==> src/rtl/pipe_pkg.sv <==
// -----------------------------------------------------------------------------
// pipe_pkg
// Shared definitions for the handshaked pipeline stage register:
//   - default field widths for the ID/EX boundary (XLEN, RD_W, CTRL_W)
//   - bit positions of the individual controls inside the control bundle
//   - state encoding of the optional skid buffer (used when the build
//     defines PIPE_STAGE_SKID_EN)
//   - small helper functions shared by the stage and its skid buffer
// -----------------------------------------------------------------------------
package pipe_pkg;

    localparam int XLEN   = 32;
    localparam int RD_W   = 6;
    localparam int CTRL_W = 13;

    // Single-bit controls occupy bits 0..8, ALUOp sits above them.
    localparam int CTRL_REGWRT    = 0;
    localparam int CTRL_MEMTOREG  = 1;
    localparam int CTRL_PCTOREG   = 2;
    localparam int CTRL_MEMREAD   = 3;
    localparam int CTRL_MEMWRT    = 4;
    localparam int CTRL_BRNEG     = 5;
    localparam int CTRL_BRZERO    = 6;
    localparam int CTRL_JUMP      = 7;
    localparam int CTRL_JUMPMEM   = 8;
    localparam int CTRL_ALUOP_LSB = 9;
    localparam int CTRL_ALUOP_W   = 4;

    // Skid buffer occupancy: no beat, one beat at the output, and one beat
    // at the output plus one parked in the skid entry.
    localparam logic [1:0] SKID_EMPTY = 2'b00;
    localparam logic [1:0] SKID_FULL  = 2'b01;
    localparam logic [1:0] SKID_SKID  = 2'b10;

    // Width of one packed beat {ctrl, rs, rt, offset, rd}.
    function automatic int bundle_width(input int ctrl_w, input int xlen, input int rd_w);
        return ctrl_w + (3 * xlen) + rd_w;
    endfunction

    // True when the skid state machine has a beat in the output entry.
    function automatic logic skid_holds_beat(input logic [1:0] state);
        return (state != SKID_EMPTY);
    endfunction

endpackage

==> src/rtl/pipe_skid_buf.sv <==
// -----------------------------------------------------------------------------
// pipe_skid_buf
// Skid entry and occupancy state machine for pipe_stage_reg when built with
// PIPE_STAGE_SKID_EN. The output entry itself lives in the parent; this block
// tells the parent when to load it from the input, when to refill it from the
// skid entry, and when to clear its control bundle.
// in_ready is a pure register output, so a stall from the consumer reaches
// the producer one cycle late and the skid entry absorbs the beat in flight.
//
// Ports:
//   clk, rst_n   clock, asynchronous active-low reset
//   flush        synchronous kill of both entries
//   in_valid     producer presents a beat
//   out_ready    consumer takes the output beat
//   in_data      packed incoming beat (captured into the skid entry)
//   in_ready     registered: stage can accept this cycle
//   out_valid    output entry holds a beat
//   load_in      parent loads output entry from in_data
//   load_skid    parent loads output entry from skid_data
//   clear_out    parent clears the output control bundle (entry empties)
//   skid_data    contents of the skid entry
// -----------------------------------------------------------------------------
module pipe_skid_buf
    import pipe_pkg::*;
#(
    parameter int W = 8
) (
    input  logic         clk,
    input  logic         rst_n,
    input  logic         flush,
    input  logic         in_valid,
    input  logic         out_ready,
    input  logic [W-1:0] in_data,
    output logic         in_ready,
    output logic         out_valid,
    output logic         load_in,
    output logic         load_skid,
    output logic         clear_out,
    output logic [W-1:0] skid_data
);

    logic [1:0]   state_r;
    logic [1:0]   state_nxt_s;
    logic         in_ready_r;
    logic [W-1:0] skid_r;
    logic         accept_s;
    logic         consume_s;
    logic         skid_load_s;

    assign accept_s  = in_valid & in_ready_r;
    assign consume_s = skid_holds_beat(state_r) & out_ready;

    // Next-state and entry-steering decode; flush overrides any transfer.
    always_comb begin
        state_nxt_s = state_r;
        load_in     = 1'b0;
        load_skid   = 1'b0;
        clear_out   = 1'b0;
        skid_load_s = 1'b0;
        if (flush) begin
            state_nxt_s = SKID_EMPTY;
            clear_out   = 1'b1;
        end else begin
            case (state_r)
                SKID_EMPTY: begin
                    if (accept_s) begin
                        state_nxt_s = SKID_FULL;
                        load_in     = 1'b1;
                    end else begin
                        state_nxt_s = SKID_EMPTY;
                    end
                end
                SKID_FULL: begin
                    if (accept_s && consume_s) begin
                        state_nxt_s = SKID_FULL;
                        load_in     = 1'b1;
                    end else if (accept_s) begin
                        // Consumer stalled while in_ready was already high:
                        // park the in-flight beat.
                        state_nxt_s = SKID_SKID;
                        skid_load_s = 1'b1;
                    end else if (consume_s) begin
                        state_nxt_s = SKID_EMPTY;
                        clear_out   = 1'b1;
                    end else begin
                        state_nxt_s = SKID_FULL;
                    end
                end
                SKID_SKID: begin
                    // in_ready is low here, so only the skid beat can move.
                    if (consume_s) begin
                        state_nxt_s = SKID_FULL;
                        load_skid   = 1'b1;
                    end else begin
                        state_nxt_s = SKID_SKID;
                    end
                end
                default: begin
                    state_nxt_s = SKID_EMPTY;
                    clear_out   = 1'b1;
                end
            endcase
        end
    end

    // Occupancy state and registered in_ready, derived from the next state.
    always_ff @(posedge clk or negedge rst_n) begin
        if (!rst_n) begin
            state_r    <= SKID_EMPTY;
            in_ready_r <= 1'b1;
        end else begin
            state_r    <= state_nxt_s;
            in_ready_r <= (state_nxt_s != SKID_SKID);
        end
    end

    // Skid entry captures the beat accepted while the consumer stalls.
    always_ff @(posedge clk or negedge rst_n) begin
        if (!rst_n) begin
            skid_r <= {W{1'b0}};
        end else if (skid_load_s) begin
            skid_r <= in_data;
        end
    end

    assign in_ready  = in_ready_r;
    assign out_valid = skid_holds_beat(state_r);
    assign skid_data = skid_r;

endmodule

==> src/rtl/pipe_stage_reg.sv <==
// -----------------------------------------------------------------------------
// pipe_stage_reg
// Handshaked pipeline stage register carrying a control bundle plus
// rs/rt/offset/rd fields between two pipeline stages (ID/EX by default,
// reusable for EX/MEM and MEM/WB through the width parameters).
//
// Build option: define PIPE_STAGE_SKID_EN for a 2-entry skid buffer with a
// registered in_ready. Without it the stage holds one entry and in_ready is
// combinational through out_ready.
//
// Ports:
//   clk, rst_n                       clock, asynchronous active-low reset
//   flush                            synchronous kill of all held beats
//   in_valid / in_ready              producer handshake
//   in_ctrl, in_rs, in_rt,
//   in_offset, in_rd                 incoming beat fields
//   out_valid / out_ready            consumer handshake
//   out_ctrl                         control bundle, zero whenever out_valid=0
//   out_rs, out_rt, out_offset,
//   out_rd                           held beat fields (not gated)
// -----------------------------------------------------------------------------
module pipe_stage_reg #(
    parameter int XLEN   = pipe_pkg::XLEN,
    parameter int RD_W   = pipe_pkg::RD_W,
    parameter int CTRL_W = pipe_pkg::CTRL_W
) (
    input  logic              clk,
    input  logic              rst_n,
    input  logic              flush,
    input  logic              in_valid,
    output logic              in_ready,
    input  logic [CTRL_W-1:0] in_ctrl,
    input  logic [XLEN-1:0]   in_rs,
    input  logic [XLEN-1:0]   in_rt,
    input  logic [XLEN-1:0]   in_offset,
    input  logic [RD_W-1:0]   in_rd,
    output logic              out_valid,
    input  logic              out_ready,
    output logic [CTRL_W-1:0] out_ctrl,
    output logic [XLEN-1:0]   out_rs,
    output logic [XLEN-1:0]   out_rt,
    output logic [XLEN-1:0]   out_offset,
    output logic [RD_W-1:0]   out_rd
);
    import pipe_pkg::*;

    localparam int W = bundle_width(CTRL_W, XLEN, RD_W);

    logic [W-1:0] in_bundle_s;
    logic [W-1:0] out_r;
    logic [W-1:0] skid_data_s;
    logic         valid_s;
    logic         load_in_s;
    logic         load_skid_s;
    logic         clear_out_s;

    assign in_bundle_s = {in_ctrl, in_rs, in_rt, in_offset, in_rd};

`ifdef PIPE_STAGE_SKID_EN
    pipe_skid_buf #(
        .W (W)
    ) u_skid (
        .clk       (clk),
        .rst_n     (rst_n),
        .flush     (flush),
        .in_valid  (in_valid),
        .out_ready (out_ready),
        .in_data   (in_bundle_s),
        .in_ready  (in_ready),
        .out_valid (valid_s),
        .load_in   (load_in_s),
        .load_skid (load_skid_s),
        .clear_out (clear_out_s),
        .skid_data (skid_data_s)
    );
`else
    logic valid_r;
    logic accept_s;
    logic consume_s;

    // Single entry: a free slot or a departing beat lets a new one in.
    assign in_ready    = !valid_r | out_ready;
    assign accept_s    = in_valid & in_ready;
    assign consume_s   = valid_r & out_ready;
    assign valid_s     = valid_r;
    assign skid_data_s = {W{1'b0}};
    assign load_skid_s = 1'b0;
    assign load_in_s   = accept_s & !flush;
    assign clear_out_s = flush | (consume_s & !accept_s);

    // Entry occupancy; flush wins over a same-cycle accept.
    always_ff @(posedge clk or negedge rst_n) begin
        if (!rst_n) begin
            valid_r <= 1'b0;
        end else if (flush) begin
            valid_r <= 1'b0;
        end else if (accept_s) begin
            valid_r <= 1'b1;
        end else if (consume_s) begin
            valid_r <= 1'b0;
        end
    end
`endif

    // Output entry. The control bundle is zeroed whenever the entry empties,
    // so out_ctrl comes straight from a register and a bubble can never
    // assert RegWrt/MemWrt/branch/jump. Data fields keep their last value.
    always_ff @(posedge clk or negedge rst_n) begin
        if (!rst_n) begin
            out_r <= {W{1'b0}};
        end else if (load_in_s) begin
            out_r <= in_bundle_s;
        end else if (load_skid_s) begin
            out_r <= skid_data_s;
        end else if (clear_out_s) begin
            out_r[W-1 -: CTRL_W] <= {CTRL_W{1'b0}};
        end
    end

    assign out_valid  = valid_s;
    assign out_ctrl   = out_r[W-1 -: CTRL_W];
    assign out_rs     = out_r[(3*XLEN)+RD_W-1 -: XLEN];
    assign out_rt     = out_r[(2*XLEN)+RD_W-1 -: XLEN];
    assign out_offset = out_r[XLEN+RD_W-1 -: XLEN];
    assign out_rd     = out_r[RD_W-1:0];

endmodule

==> config.mk <==
export PLATFORM = sky130hd
export DESIGN_NAME = pipe_stage_reg
export DESIGN_NICKNAME = d
export VERILOG_FILES = /design/src/rtl/pipe_pkg.sv /design/src/rtl/pipe_skid_buf.sv /design/src/rtl/pipe_stage_reg.sv
export SDC_FILE = /design/constraint.sdc
export NUM_CORES = 1
export LEC_CHECK = 0
export ABC_AREA = 1
export BUFFER_PORTS_ARGS = -buffer_cell sky130_fd_sc_hd__buf_2
export CORE_MARGIN = 2
export CORE_UTILIZATION = 47
export CTS_BUF_LIST = sky130_fd_sc_hd__clkbuf_2 sky130_fd_sc_hd__clkbuf_4 sky130_fd_sc_hd__clkbuf_8
export CTS_CLUSTER_DIAMETER = 80
export DETAILED_ROUTE_END_ITERATION = 6
export PLACE_DENSITY = 0.83
export SLEW_MARGIN = 20
export SYNTH_ARGS = -nofsm -noshare
export SYNTH_HDL_FRONTEND = slang
export SYNTH_SLANG_ARGS = --single-unit
==> constraint.sdc <==
create_clock -name clk -period 1.3 [get_ports clk]
set_input_delay 0.39 -clock clk [delete_from_list [all_inputs] [get_ports clk]]
set_output_delay 0.39 -clock clk [all_outputs]
set_load 0.05 [all_outputs]
Yosys cells after proc, flatten, opt, wreduce, memory -nomap -nowiden
Index checks and enable logic that the tools add are counted.
{"block": "totals", "register_bits": 116, "in_bits": 120, "output_inout_bits": 117, "elab_cells": 19}
{"block": "op_classes", "n_mux": 5, "bitwise": 6, "n_reduce_logical": 5}
{"cell": "115-bit two-way mux", "count": 1}
{"cell": "13-bit two-way mux", "count": 1}
{"cell": "1-bit AND", "count": 4}
{"cell": "1-bit zero test", "count": 3}
{"cell": "1-bit two-way mux", "count": 3}
{"cell": "3-bit nonzero test", "count": 1}
{"cell": "1-bit OR", "count": 2}
{"cell": "2-bit nonzero test", "count": 1}

Logic depth before layout (Yosys ltp)
{"block": "depth", "word_depth": 8, "depth_mapped": 7, "mapped_depth_nobuf": 5}

Least setup slack after synthesis
Ideal clock, no wire load.
{"block": "synth_timing", "kind": "reg-to-output", "startpoint": "register valid_r, in the netlist out_valid", "endpoint": "output port in_ready", "arrival_time_ns": 1.217, "path_slack_ns": -0.307, "stages_incl_launch_ff": 4, "path_buffers": 2, "cell_sequence": "dfrtp_1 > nand2_1 > buf_2 > buf_2"}
{"block": "synth_via", "elab_chain_len": 2}
{"item": "start: declaration", "line_no": "pipe_stage_reg.sv:77", "text": "logic valid_r;"}
{"item": "start signal: assignment", "line_no": "pipe_stage_reg.sv:94", "text": "valid_r <= 1'b0;"}
{"item": "start signal: assignment", "line_no": "pipe_stage_reg.sv:96", "text": "valid_r <= 1'b0;"}
{"item": "start signal: assignment", "line_no": "pipe_stage_reg.sv:98", "text": "valid_r <= 1'b1;"}
{"item": "1-bit zero test", "line_no": "pipe_stage_reg.sv:82", "text": "assign in_ready = !valid_r | out_ready;"}
{"item": "1-bit OR", "line_no": "pipe_stage_reg.sv:82"}
{"item": "end: declaration", "line_no": "pipe_stage_reg.sv:31", "text": "output logic in_ready,"}
No other way between the ends.

Worst setup path after layout
Ends and elaborated chain as after synthesis.

==> flow_summary.toml <==
[logic_synthesis]
synth_cell_types = 10
synthTopCellsByArea = "dfrtp_1 63%, nand2_1 18%, nand3_1 14%"
syn_avg_cell_area_um2 = 9.01
syn_inst = 509
yosysSeqAreaShare = 0.633
mappedNetlistNets = 629
yosysWarnings = 0
synth.largest_area_cell = "dfrtp_1"
yosysTopAreaCellShare = 0.633
netlist_area_mm2 = 0.00459
synth-seq-cells = 116

[setup_path]
critPathMaxFanout = 3
cp_cell_sequence = "nand2_4, buf_8"
critPathSlowestCell = "dfrtp_2"
cp-end-kind = "output pin"
path_delay_family = "flip-flops"
crit_type = "register to output pin"
critPathMaxStageDelay_ps = 440
worst_ep_arrival_time_ps = 1060
cp.required_ps = 910
start_kind = "register"
critPathBufInv = 1

[grt]
grt_max_degree = 71
grt_pass1_vias = 4558
grtUsageTotal = 0.270
grt_pass1_wl_um = 21800
antenna_found_initial = 0
gr-total-overflow = 0

[detailed_routing]
drtIter0Drc = 238
via_per_inst = 5.17
drcViolationCount = 0
wl_met3_um = 1700
wl_per_cell_um = 17.2
vias = 4940
routed_wl_um = 16400
top_layer = "met4"
met2RoutedLength_um = 8230
ant_nets = 0
wl_met1_um = 5870
dr.pass1.iters = 5

[run]
drv_cap = 0

[finish]
utilization = 0.806
area_growth_pct = 69.3
n_antenna_cell = 0
fin_nets = 929
drive_gt1_frac = 0.431

[pwr]
vdd_drop_max_v = 0.00106
power.density_mw_per_mm2 = 1650
power_leakage_nw = 4.36

[placed_design]
post-place-ws_ps = -68.7
gp_congestion = 0.813
io_buffers = 236
place_hpwl_um = 8910

[sta]
setup_ws_ps = -147
period_needed_ps = 1450
finalSetupViolations = 127
rsz0062_at_grt = "yes"
maxSlewViolCount = 0
slew_headroom = 0.736
hold_viol_final = 0
worst_pin_slew_ps = 395
clock_skew_ps = 8.19
finalCritPeriodShare = 1.11
fmax_mhz = 691

[clock_network]
cts.sink_count = 116
path_clk_slew_ps = 70
insertion_delay_ps = 410
cts_buffers = 17
cts_tree = "built"
root_buffer = "clkbuf_8"
ctsLongestPathBuffers = 2
cts_max_level = 4

[floorplanning]
core_mm2 = 0.00964
io_pins = 237
start_util = 0.476
fp.dieH_um = 103
die_area_mm2 = 0.0106
die_w_um = 103
fp-row-count = 36

[status]
violations = "setup timing"
status = "finished with violations"

[min_path]
hp-class = "input port to register"
[report_power, final]
part / internal [W] / total, W / switching, W / leakage, nW
clock: 0.00244 / 0.00386 / 0.00142 / 0.237
sequential: 0.00410 / 0.00450 / 0.000397 / 1.45
combinational: 0.00167 / 0.00444 / 0.00277 / 2.67
total: 0.00821 / 0.0128 / 0.00458 / 4.36
[per-layer routing]
metal  vias up  global-route usage
li1       2238                   -
met1      2345               0.307
met2       293               0.447
met3        64               0.104
met4         0               0.130
met5         -                   0
[Yosys cell counts]
master    instances
inv_1             4
buf_4             4
nand3_1         128
a21oi_1           1
dfrtp_1         116
nor2_4            1
buf_2            20
buf_1             4
clkbuf_1         10
nand2_1         221
[cells by family after synthesis]
family / count (synthesis) / synth area share
buffers and inverters: 42 / 0.0431
and+or+nand+nor: 350 / 0.323
DFF: 116 / 0.633
AOI/OAI and AO/OA: 1 / 0.00109
[worst paths after layout]
path | startpoint | endpoint | slack (ps) | cells after the start
setup / recovery | out_valid | in_ready | -150 | 2
hold / removal | flush | out_valid | 200 | 2
setup reg to reg | out_valid | out_r[72] | -40 | 6
hold reg to reg | out_r[18] | out_r[18] | 500 | 2
max in group asynchronous | rst_n | out_r[11] | 300 | 3
min in group asynchronous | rst_n | out_r[63] | 480 | 2
[flip-flops by register name, indices dropped and copies added, names as in the netlist]
signal,flops
out_r,115
out_valid,1
[cell type report]
class	instances	area, um^2
flip-flops and latches	116	2900
clock inverters	10	178
well taps	133	166
inverters	4	15.0
repair buffers	319	2710
multi-input cells	351	1510
clock buffers	22	284
fillers	562	1870
[repair_timing]
action                                  4_1_cts  5_1_grt
resized for setup                           235        5
hold buffers                                  1        0
buffers inserted                             26       37
pin swaps                                     1        0
hold endpoints to repair                     15        0
endpoints found under the setup margin      117      192
cloned                                        0        2
[metrics by stage]
stage | power, W | hold slack, ps | cell area [um^2] | TNS, ps | std cells
final | 0.0128 | 201 | 7770 | -7020 | 955
after global routing | 0.0132 | 185 | 7770 | -14230 | 955
after CTS | 0.0124 | 186 | 7410 | -7610 | 916
after detailed placement | 0.00774 | 305 | 6010 | -3760 | 857
after global placement | 0.00766 | 307 | 6010 | -582 | 857
after floorplan | 0.00672 | 94.4 | 4620 | 0 | 509
[worst reg2reg max path: stages (launching register included)]
cell,delay (ps)
dfrtp_2,440
nand2_4,80
buf_4,190
nand2_8,110
clkbuf_16,220
nand2_1,110
nand2_1,90
[cells in the final DEF, fill, tap and decap left out, types with 3 or more instances in the layout]
cell,count
clkbuf_8,19
bufinv_16,5
inv_1,4
buf_6,115
buf_4,71
clkbuf_4,3
clkinv_2,4
nand2_1,219
buf_12,10
dfrtp_1,115
buf_2,118
nand3_1,128
Power figures use the tool's default switching activity.
